**config.mk**
```make
export PLATFORM = sky130hd
export DESIGN_NAME = fir_host_driver
export DESIGN_NICKNAME = d
export VERILOG_FILES = /design/src/rtl/fir_host_driver_pkg.sv /design/src/rtl/axil_master_if.sv /design/src/rtl/fir_host_driver.sv
export SDC_FILE = /design/constraint.sdc
export NUM_CORES = 1
export LEC_CHECK = 0
export BUFFER_PORTS_ARGS = -buffer_cell sky130_fd_sc_hd__buf_2
export CORE_MARGIN = 3
export CORE_UTILIZATION = 45
export CTS_BUF_LIST = sky130_fd_sc_hd__clkbuf_4 sky130_fd_sc_hd__clkbuf_8
export DETAILED_ROUTE_END_ITERATION = 8
export PLACE_DENSITY = 0.8
export SLEW_MARGIN = 40
export SYNTH_ARGS = -nofsm -noshare
export SYNTH_HDL_FRONTEND = slang
export SYNTH_SLANG_ARGS = --single-unit
```
**constraint.sdc**
```tcl
create_clock -name axis_clk -period 8.68 [get_ports axis_clk]
set_input_delay 0.434 -clock axis_clk [delete_from_list [all_inputs] [get_ports axis_clk]]
set_output_delay 0.434 -clock axis_clk [all_outputs]
set_load 0.05 [all_outputs]
```
**src/rtl/fir_host_driver_pkg.sv**
```systemverilog
// Shared definitions for the fir host driver: FSM states and the fir
// register map as seen over AXI-Lite.
package fir_host_driver_pkg;

  typedef enum logic [2:0] {
    ST_IDLE,
    ST_WR_TAP,
    ST_WR_LEN,
    ST_WR_START,
    ST_STREAM,
    ST_POLL,
    ST_DONE
  } state_e;

  localparam logic [31:0] AP_CTRL  = 32'h0000_0000;
  localparam logic [31:0] DATA_LEN = 32'h0000_0010;
  localparam logic [31:0] TAP_BASE = 32'h0000_0020;

  localparam int unsigned AP_DONE_BIT = 1;

endpackage

```
**src/rtl/axil_master_if.sv**
```systemverilog
// Single-outstanding AXI-Lite master: one write or one read per request,
// acknowledged by a one-cycle pulse after the bus side has completed.
module axil_master_if #(
  parameter int unsigned pADDR_WIDTH = 12,
  parameter int unsigned pDATA_WIDTH = 32
) (
  input  logic                   clk_i,
  input  logic                   rst_i,
  input  logic                   wr_req_i,
  input  logic [pADDR_WIDTH-1:0] wr_addr_i,
  input  logic [pDATA_WIDTH-1:0] wr_data_i,
  output logic                   wr_ack_o,
  input  logic                   rd_req_i,
  input  logic [pADDR_WIDTH-1:0] rd_addr_i,
  output logic                   rd_ack_o,
  output logic [pDATA_WIDTH-1:0] rd_data_o,
  output logic                   awvalid_o,
  output logic [pADDR_WIDTH-1:0] awaddr_o,
  input  logic                   awready_i,
  output logic                   wvalid_o,
  output logic [pDATA_WIDTH-1:0] wdata_o,
  input  logic                   wready_i,
  output logic                   arvalid_o,
  output logic [pADDR_WIDTH-1:0] araddr_o,
  input  logic                   arready_i,
  input  logic                   rvalid_i,
  input  logic [pDATA_WIDTH-1:0] rdata_i,
  output logic                   rready_o
);

  logic                   wr_busy_q, wr_ack_q, awvalid_q, wvalid_q;
  logic                   rd_busy_q, rd_ack_q, arvalid_q;
  logic [pADDR_WIDTH-1:0] awaddr_q, araddr_q;
  logic [pDATA_WIDTH-1:0] wdata_q, rd_data_q;

  // Busy stays set through the ack cycle so a still-held request cannot re-issue.
  always_ff @(posedge clk_i or posedge rst_i) begin
    if (rst_i) begin
      wr_busy_q <= 1'b0;
      wr_ack_q  <= 1'b0;
      awvalid_q <= 1'b0;
      wvalid_q  <= 1'b0;
      awaddr_q  <= '0;
      wdata_q   <= '0;
      rd_busy_q <= 1'b0;
      rd_ack_q  <= 1'b0;
      arvalid_q <= 1'b0;
      araddr_q  <= '0;
      rd_data_q <= '0;
    end else begin
      wr_ack_q <= 1'b0;
      if (!wr_busy_q) begin
        if (wr_req_i) begin
          wr_busy_q <= 1'b1;
          awvalid_q <= 1'b1;
          wvalid_q  <= 1'b1;
          awaddr_q  <= wr_addr_i;
          wdata_q   <= wr_data_i;
        end
      end else if (wr_ack_q) begin
        wr_busy_q <= 1'b0;
      end else begin
        if (awready_i) awvalid_q <= 1'b0;
        if (wready_i)  wvalid_q  <= 1'b0;
        if ((!awvalid_q || awready_i) && (!wvalid_q || wready_i)) wr_ack_q <= 1'b1;
      end

      rd_ack_q <= 1'b0;
      if (!rd_busy_q) begin
        if (rd_req_i) begin
          rd_busy_q <= 1'b1;
          arvalid_q <= 1'b1;
          araddr_q  <= rd_addr_i;
        end
      end else if (rd_ack_q) begin
        rd_busy_q <= 1'b0;
      end else begin
        if (arready_i || rvalid_i) arvalid_q <= 1'b0;
        if (rvalid_i) begin
          rd_ack_q  <= 1'b1;
          rd_data_q <= rdata_i;
        end
      end
    end
  end

  assign wr_ack_o  = wr_ack_q;
  assign rd_ack_o  = rd_ack_q;
  assign rd_data_o = rd_data_q;
  assign awvalid_o = awvalid_q;
  assign awaddr_o  = awaddr_q;
  assign wvalid_o  = wvalid_q;
  assign wdata_o   = wdata_q;
  assign arvalid_o = arvalid_q;
  assign araddr_o  = araddr_q;
  assign rready_o  = 1'b1;

endmodule

```
**src/rtl/fir_host_driver.sv**
```systemverilog
// Host-side initiator for the fir accelerator: programs taps and length,
// starts it, streams samples through and polls ap_ctrl until ap_done.
module fir_host_driver
  import fir_host_driver_pkg::*;
#(
  parameter int unsigned pADDR_WIDTH = 12,
  parameter int unsigned pDATA_WIDTH = 32,
  parameter int unsigned Tape_Num    = 11,
  parameter int unsigned POLL_GAP    = 4
) (
  input  logic                   axis_clk,
  input  logic                   axis_rst,
  input  logic                   job_valid,
  output logic                   job_ready,
  input  logic [31:0]            job_len,
  input  logic                   coef_valid,
  output logic                   coef_ready,
  input  logic [pDATA_WIDTH-1:0] coef_data,
  input  logic                   src_valid,
  output logic                   src_ready,
  input  logic [pDATA_WIDTH-1:0] src_data,
  output logic                   dst_valid,
  input  logic                   dst_ready,
  output logic [pDATA_WIDTH-1:0] dst_data,
  output logic                   dst_last,
  output logic                   job_done,
  output logic                   job_err,
  output logic                   awvalid,
  output logic [pADDR_WIDTH-1:0] awaddr,
  input  logic                   awready,
  output logic                   wvalid,
  output logic [pDATA_WIDTH-1:0] wdata,
  input  logic                   wready,
  output logic                   arvalid,
  output logic [pADDR_WIDTH-1:0] araddr,
  input  logic                   arready,
  input  logic                   rvalid,
  input  logic [pDATA_WIDTH-1:0] rdata,
  output logic                   rready,
  output logic                   ss_tvalid,
  output logic [pDATA_WIDTH-1:0] ss_tdata,
  output logic                   ss_tlast,
  input  logic                   ss_tready,
  input  logic                   sm_tvalid,
  input  logic [pDATA_WIDTH-1:0] sm_tdata,
  input  logic                   sm_tlast,
  output logic                   sm_tready
);

  localparam int unsigned TW = (Tape_Num > 1) ? $clog2(Tape_Num) : 1;
  localparam int unsigned GW = $clog2(POLL_GAP + 1);
  localparam logic [TW-1:0] TAP_LAST = TW'(Tape_Num - 1);
  localparam logic [pDATA_WIDTH-1:0] DONE_MASK = pDATA_WIDTH'(1) << AP_DONE_BIT;

  state_e          state_q, state_d;
  logic [31:0]     len_q, len_d, in_cnt_q, in_cnt_d, out_cnt_q, out_cnt_d;
  logic [TW-1:0]   tap_idx_q, tap_idx_d;
  logic            tap_pend_q, tap_pend_d, err_q, err_d;
  logic [GW-1:0]   gap_q, gap_d;

  logic                   wr_req, wr_ack, rd_req, rd_ack;
  logic [pADDR_WIDTH-1:0] wr_addr;
  logic [pDATA_WIDTH-1:0] wr_data, rd_data;
  logic                   in_act, in_fire, out_fire, last_exp;

  axil_master_if #(
    .pADDR_WIDTH(pADDR_WIDTH),
    .pDATA_WIDTH(pDATA_WIDTH)
  ) u_axil (
    .clk_i    (axis_clk),
    .rst_i    (axis_rst),
    .wr_req_i (wr_req),
    .wr_addr_i(wr_addr),
    .wr_data_i(wr_data),
    .wr_ack_o (wr_ack),
    .rd_req_i (rd_req),
    .rd_addr_i(pADDR_WIDTH'(AP_CTRL)),
    .rd_ack_o (rd_ack),
    .rd_data_o(rd_data),
    .awvalid_o(awvalid),
    .awaddr_o (awaddr),
    .awready_i(awready),
    .wvalid_o (wvalid),
    .wdata_o  (wdata),
    .wready_i (wready),
    .arvalid_o(arvalid),
    .araddr_o (araddr),
    .arready_i(arready),
    .rvalid_i (rvalid),
    .rdata_i  (rdata),
    .rready_o (rready)
  );

  always_ff @(posedge axis_clk or posedge axis_rst) begin
    if (axis_rst) begin
      state_q    <= ST_IDLE;
      len_q      <= '0;
      in_cnt_q   <= '0;
      out_cnt_q  <= '0;
      tap_idx_q  <= '0;
      tap_pend_q <= 1'b0;
      gap_q      <= '0;
      err_q      <= 1'b0;
    end else begin
      state_q    <= state_d;
      len_q      <= len_d;
      in_cnt_q   <= in_cnt_d;
      out_cnt_q  <= out_cnt_d;
      tap_idx_q  <= tap_idx_d;
      tap_pend_q <= tap_pend_d;
      gap_q      <= gap_d;
      err_q      <= err_d;
    end
  end

  always_comb begin
    state_d    = state_q;
    len_d      = len_q;
    in_cnt_d   = in_cnt_q;
    out_cnt_d  = out_cnt_q;
    tap_idx_d  = tap_idx_q;
    tap_pend_d = tap_pend_q;
    gap_d      = gap_q;
    err_d      = err_q;
    job_ready  = 1'b0;
    coef_ready = 1'b0;
    wr_req     = 1'b0;
    wr_addr    = '0;
    wr_data    = '0;
    rd_req     = 1'b0;
    ss_tvalid  = 1'b0;
    ss_tdata   = '0;
    ss_tlast   = 1'b0;
    src_ready  = 1'b0;
    dst_valid  = 1'b0;
    dst_data   = '0;
    dst_last   = 1'b0;
    sm_tready  = 1'b0;
    job_done   = 1'b0;
    job_err    = 1'b0;
    in_act     = 1'b0;
    in_fire    = 1'b0;
    out_fire   = 1'b0;
    last_exp   = 1'b0;

    case (state_q)
      ST_IDLE: begin
        job_ready = 1'b1;
        if (job_valid) begin
          len_d      = job_len;
          in_cnt_d   = '0;
          out_cnt_d  = '0;
          tap_idx_d  = '0;
          tap_pend_d = 1'b0;
          if (job_len == 32'd0) begin
            err_d   = 1'b1;
            state_d = ST_DONE;
          end else begin
            err_d   = 1'b0;
            state_d = ST_WR_TAP;
          end
        end
      end
      ST_WR_TAP: begin
        wr_addr = pADDR_WIDTH'(TAP_BASE) + (pADDR_WIDTH'(tap_idx_q) << 2);
        wr_data = coef_data;
        // The coefficient is consumed in the request cycle; the engine latches it.
        if (!tap_pend_q) begin
          coef_ready = coef_valid;
          wr_req     = coef_valid;
          tap_pend_d = coef_valid;
        end else if (wr_ack) begin
          tap_pend_d = 1'b0;
          if (tap_idx_q == TAP_LAST) state_d = ST_WR_LEN;
          else tap_idx_d = tap_idx_q + 1'b1;
        end
      end
      ST_WR_LEN: begin
        wr_req  = 1'b1;
        wr_addr = pADDR_WIDTH'(DATA_LEN);
        wr_data = pDATA_WIDTH'(len_q);
        if (wr_ack) state_d = ST_WR_START;
      end
      ST_WR_START: begin
        wr_req  = 1'b1;
        wr_addr = pADDR_WIDTH'(AP_CTRL);
        wr_data = pDATA_WIDTH'(1);
        if (wr_ack) state_d = ST_STREAM;
      end
      ST_STREAM: begin
        in_act    = in_cnt_q < len_q;
        ss_tvalid = src_valid && in_act;
        src_ready = ss_tready && in_act;
        ss_tdata  = src_data;
        ss_tlast  = in_cnt_q == len_q - 32'd1;
        in_fire   = src_valid && ss_tready && in_act;
        if (in_fire) in_cnt_d = in_cnt_q + 32'd1;

        last_exp  = out_cnt_q == len_q - 32'd1;
        dst_valid = sm_tvalid;
        dst_data  = sm_tdata;
        dst_last  = last_exp;
        sm_tready = dst_ready;
        out_fire  = sm_tvalid && dst_ready;
        if (out_fire) begin
          out_cnt_d = out_cnt_q + 32'd1;
          if (sm_tlast != last_exp) err_d = 1'b1;
          if (last_exp) begin
            state_d = ST_POLL;
            gap_d   = '0;
          end
        end
      end
      ST_POLL: begin
        rd_req = gap_q == '0;
        if (gap_q != '0) gap_d = gap_q - 1'b1;
        if (rd_ack) begin
          if ((rd_data & DONE_MASK) != '0) state_d = ST_DONE;
          else gap_d = GW'(POLL_GAP);
        end
      end
      ST_DONE: begin
        job_done = 1'b1;
        job_err  = err_q;
        err_d    = 1'b0;
        state_d  = ST_IDLE;
      end
      default: state_d = ST_IDLE;
    endcase
  end

endmodule
```
==> impl_metrics.env <==
export IMPL_final_cell_mix="255 x buf_2, 153 x dfrtp_1, 131 x nor2_1"
export IMPL_finalCritPeriodShare_pct=56.8
export IMPL_holdBufCountCts=0
export IMPL_io_pins=307
export IMPL_grt_usage_pct=25.4
export IMPL_hold_path_class="input pin to asynchronous set/reset pin"
export IMPL_post_cts_buffers=0
export IMPL_htreeDepth=4
export IMPL_ys_flop_type="dfrtp_1"
export IMPL_cts_buffers=17
export IMPL_syn_cell_area_um2=10900
export IMPL_wire_per_inst_um=18.8
export IMPL_seq_power_share_pct=37.0
export IMPL_ys_seq_area_share_pct=35.0
export IMPL_grt_pass1_vias=9674
export IMPL_dp_slack_ns=4.32
export IMPL_hpwlAfterDp_mm=26.7
export IMPL_worst_pin_slew_ns=0.905
export IMPL_die_w_um=162
export IMPL_grt_overflow_total=0
export IMPL_setup_slack_ns=3.75
export IMPL_post_cts_resized=0
export IMPL_synthCells=1315
export IMPL_synth_edff_count=0
export IMPL_die_y_um=162
export IMPL_yosysTopAreaCellShare_pct=35.0
export IMPL_antenna_found_initial=2
export IMPL_grt_max_degree=80
export IMPL_p_comb_share_pct=46.1
export IMPL_final_common_cell="buf_2"
export IMPL_core_area_um2=23700
export IMPL_synth_top_cell_by_area="dfrtp_1"
export IMPL_critPathBufInv=2
export IMPL_first_iter_violations=1189
export IMPL_antenna_cells=0
export IMPL_synthTopCellsByArea="dfrtp_1 35%, and3_1 4.8%, nor2_1 4.5%"
export IMPL_rsz0062_at_grt="false"
export IMPL_report_final_hold_viol_count=0
export IMPL_drive_gt1_share_pct=21.7
export IMPL_dieArea_um2=26200
export IMPL_peakVddDrop_mv=0.172
export IMPL_status="finished clean"
export IMPL_p_switching_uw=1650
export IMPL_path_max_fanout=10
export IMPL_crit_slowest_cell="nor2b_1"
export IMPL_via_count=10700
export IMPL_drv_cap=0
export IMPL_io_buffers=255
export IMPL_clkLatencyLatePin_ns=0.46
export IMPL_critical_path_arrival_ns=4.49
export IMPL_yosys_warnings=0
export IMPL_setup_tns_ns=0
export IMPL_drt_pass1_iterations=5
export IMPL_gp_congestion=0.933
export IMPL_power_uw=3370
export IMPL_setup_viol=0
export IMPL_fmax_ghz=0.203
export IMPL_viasPerCell=5.82
export IMPL_skew_ns=0.0139
export IMPL_start_kind="flop"
export IMPL_report_final_slew_viol_count=0
export IMPL_layout_nets=1716
export IMPL_crit_path_frequent_cell="xnor2_1"
export IMPL_async_reset_ff_share_pct=100
export IMPL_clkPwrFrac_pct=16.9
export IMPL_clock_root_buffer="clkbuf_8"
export IMPL_cts_buffer_depth=2
export IMPL_initial_utilization_pct=46.2
export IMPL_netlist_cell_type_count=74
export IMPL_worstPathCellList="inv_1 > ha_1 > nor2b_1 > nand3_1 > nor4_2 > xnor2_1 > xnor2_1 > or4_4 > nor4_1 > buf_2"
export IMPL_worst_setup_path_end_kind="primary output"
export IMPL_path_delay_family="simple AND/OR/NAND/NOR gates"
export IMPL_drtAntennaViolNets=0
export IMPL_grt_first_pass_wirelength_mm=53.2
export IMPL_intPower_uw=1720
export IMPL_avgSynthCellArea_um2=8.32
export IMPL_synth_seq_cells=153
export IMPL_p_per_area_nw_per_um2=267
export IMPL_cp_data_required_time_ns=8.25
export IMPL_drt_wl_total_mm=34.5
export IMPL_drc=0
export IMPL_clkSinkCount=153
export IMPL_placed_area_um2=12200
export IMPL_crit_type="flop to primary output"
export IMPL_slowest_delay_ns=0.58
export IMPL_swShare_pct=48.9
export IMPL_path_clk_slew_ns=0.09
export IMPL_rows=56
export IMPL_timing_final_crit_period_ns=4.93
export IMPL_cts_tree="yes"
export IMPL_finalInstanceArea_um2=12600
export IMPL_maxSlewHeadroom_pct=39.1
export IMPL_p_leak_uw=0.00590
export IMPL_area_delta_synth_final_pct=15.6
[per-stage QoR]
step,utilization [%],instances,hold WS (ns)
after floorplan,-,1333,0.456
after CTS,53.4,1836,0.0884
after global placement,51.3,1801,0.449
after global routing,53.4,1836,0.125
final,53.4,1836,0.0763
after detailed placement,51.6,1804,0.463
[final timing paths]
check | from | end | slack (ns) | cells past startpoint
max in group asynchronous | axis_rst | len_q[28] | 7.43 | 3
min in group axis_clk | job_len[27] | len_q[27] | 0.19 | 3
worst min-delay path | axis_rst | u_axil.awaddr_o[3] | 0.08 | 2
worst max-delay path | len_q[1] | dst_last | 3.75 | 10
worst min register to register | u_axil.awaddr_o[3] | u_axil.awaddr_o[3] | 0.47 | 2
worst max register to register | len_q[1] | gap_q[0] | 4.63 | 11
[sequential cells by signal (all words and copies together), names as in the netlist]
register and flops:
err_q 1, gap_q 3, in_cnt_q 32, len_q 32, out_cnt_q 32, state_q 3
tap_idx_q 4, tap_pend_q 1, u_axil.arvalid_o 1, u_axil.awaddr_o 5, u_axil.awvalid_o 1, u_axil.rd_ack_o 1
u_axil.rd_busy_q 1, u_axil.rd_data_o 1, u_axil.wdata_o 32, u_axil.wr_ack_o 1, u_axil.wr_busy_q 1, u_axil.wvalid_o 1
[kinds of logic (layout without fill, tap and decap cells)]
family          count (synthesis)  count (layout)  synth area share, %
other cells                     2              20               0.0687
compound gates                240             240                 14.2
simple gates                  595             595                 28.5
xor+xnor                      103             103                 8.50
fa+ha+maj                      39              39                 4.46
buf+inv                       163             347                 7.31
mux                            20              20                 1.85
flops                         153             153                 35.0
[area by class of cell]
| type | count | area, um2 |
|---|---|---|
| clock buffers | 20 | 269 |
| fillers | 2254 | 11000 |
| clock inverters | 12 | 141 |
| inverters | 48 | 185 |
| repair buffers | 267 | 1420 |
| multi-input cells | 1017 | 6400 |
| flip-flops and latches | 153 | 3830 |
| well taps | 319 | 399 |
[power groups by stage]
stage | registers (uW) | logic (uW) | clock network (uW)
floorplan | 1370 | 1010 | 0
global placement | 1240 | 1500 | 0
detailed placement | 1250 | 1540 | 0
CTS | 1230 | 1540 | 578
global route | 1280 | 1680 | 607
finish | 1250 | 1550 | 569
[cell usage after synthesis (3+ instances only)]
cell type and n:
nand2_1 116, nor4_1 33, o2111ai_1 6, nor4_2 3
a221oi_1 33, o31ai_1 8, inv_1 48, o21a_1 3
or4_4 5, o211ai_1 9, or3_1 38, buf_4 22
dfrtp_1 153, xor2_1 49, clkbuf_8 4, nor3_1 22
or2_2 4, nor2b_1 12, ha_1 39, a21oi_1 46
or4_1 9, o21ai_0 84, o32ai_1 3, nand3_1 46
clkbuf_1 76, mux2i_1 18, buf_6 7, nor2_1 132
and2_1 11, nand3b_1 3, a31oi_1 9, nand4_1 43
o311ai_0 3, and4_1 7, xnor2_1 52, and3_1 84
nand2b_1 19, a32oi_1 3, a21o_1 8
[routing by layer]
layer	global-route usage [%]	share of wire [%]	vias up
met5	0	0.064	-
met4	7.75	2.4	4
met3	4.69	7.7	57
met2	36.6	43	427
met1	38.8	46	5128
li1	-	-	5066
Power figures use the tool's default switching activity.
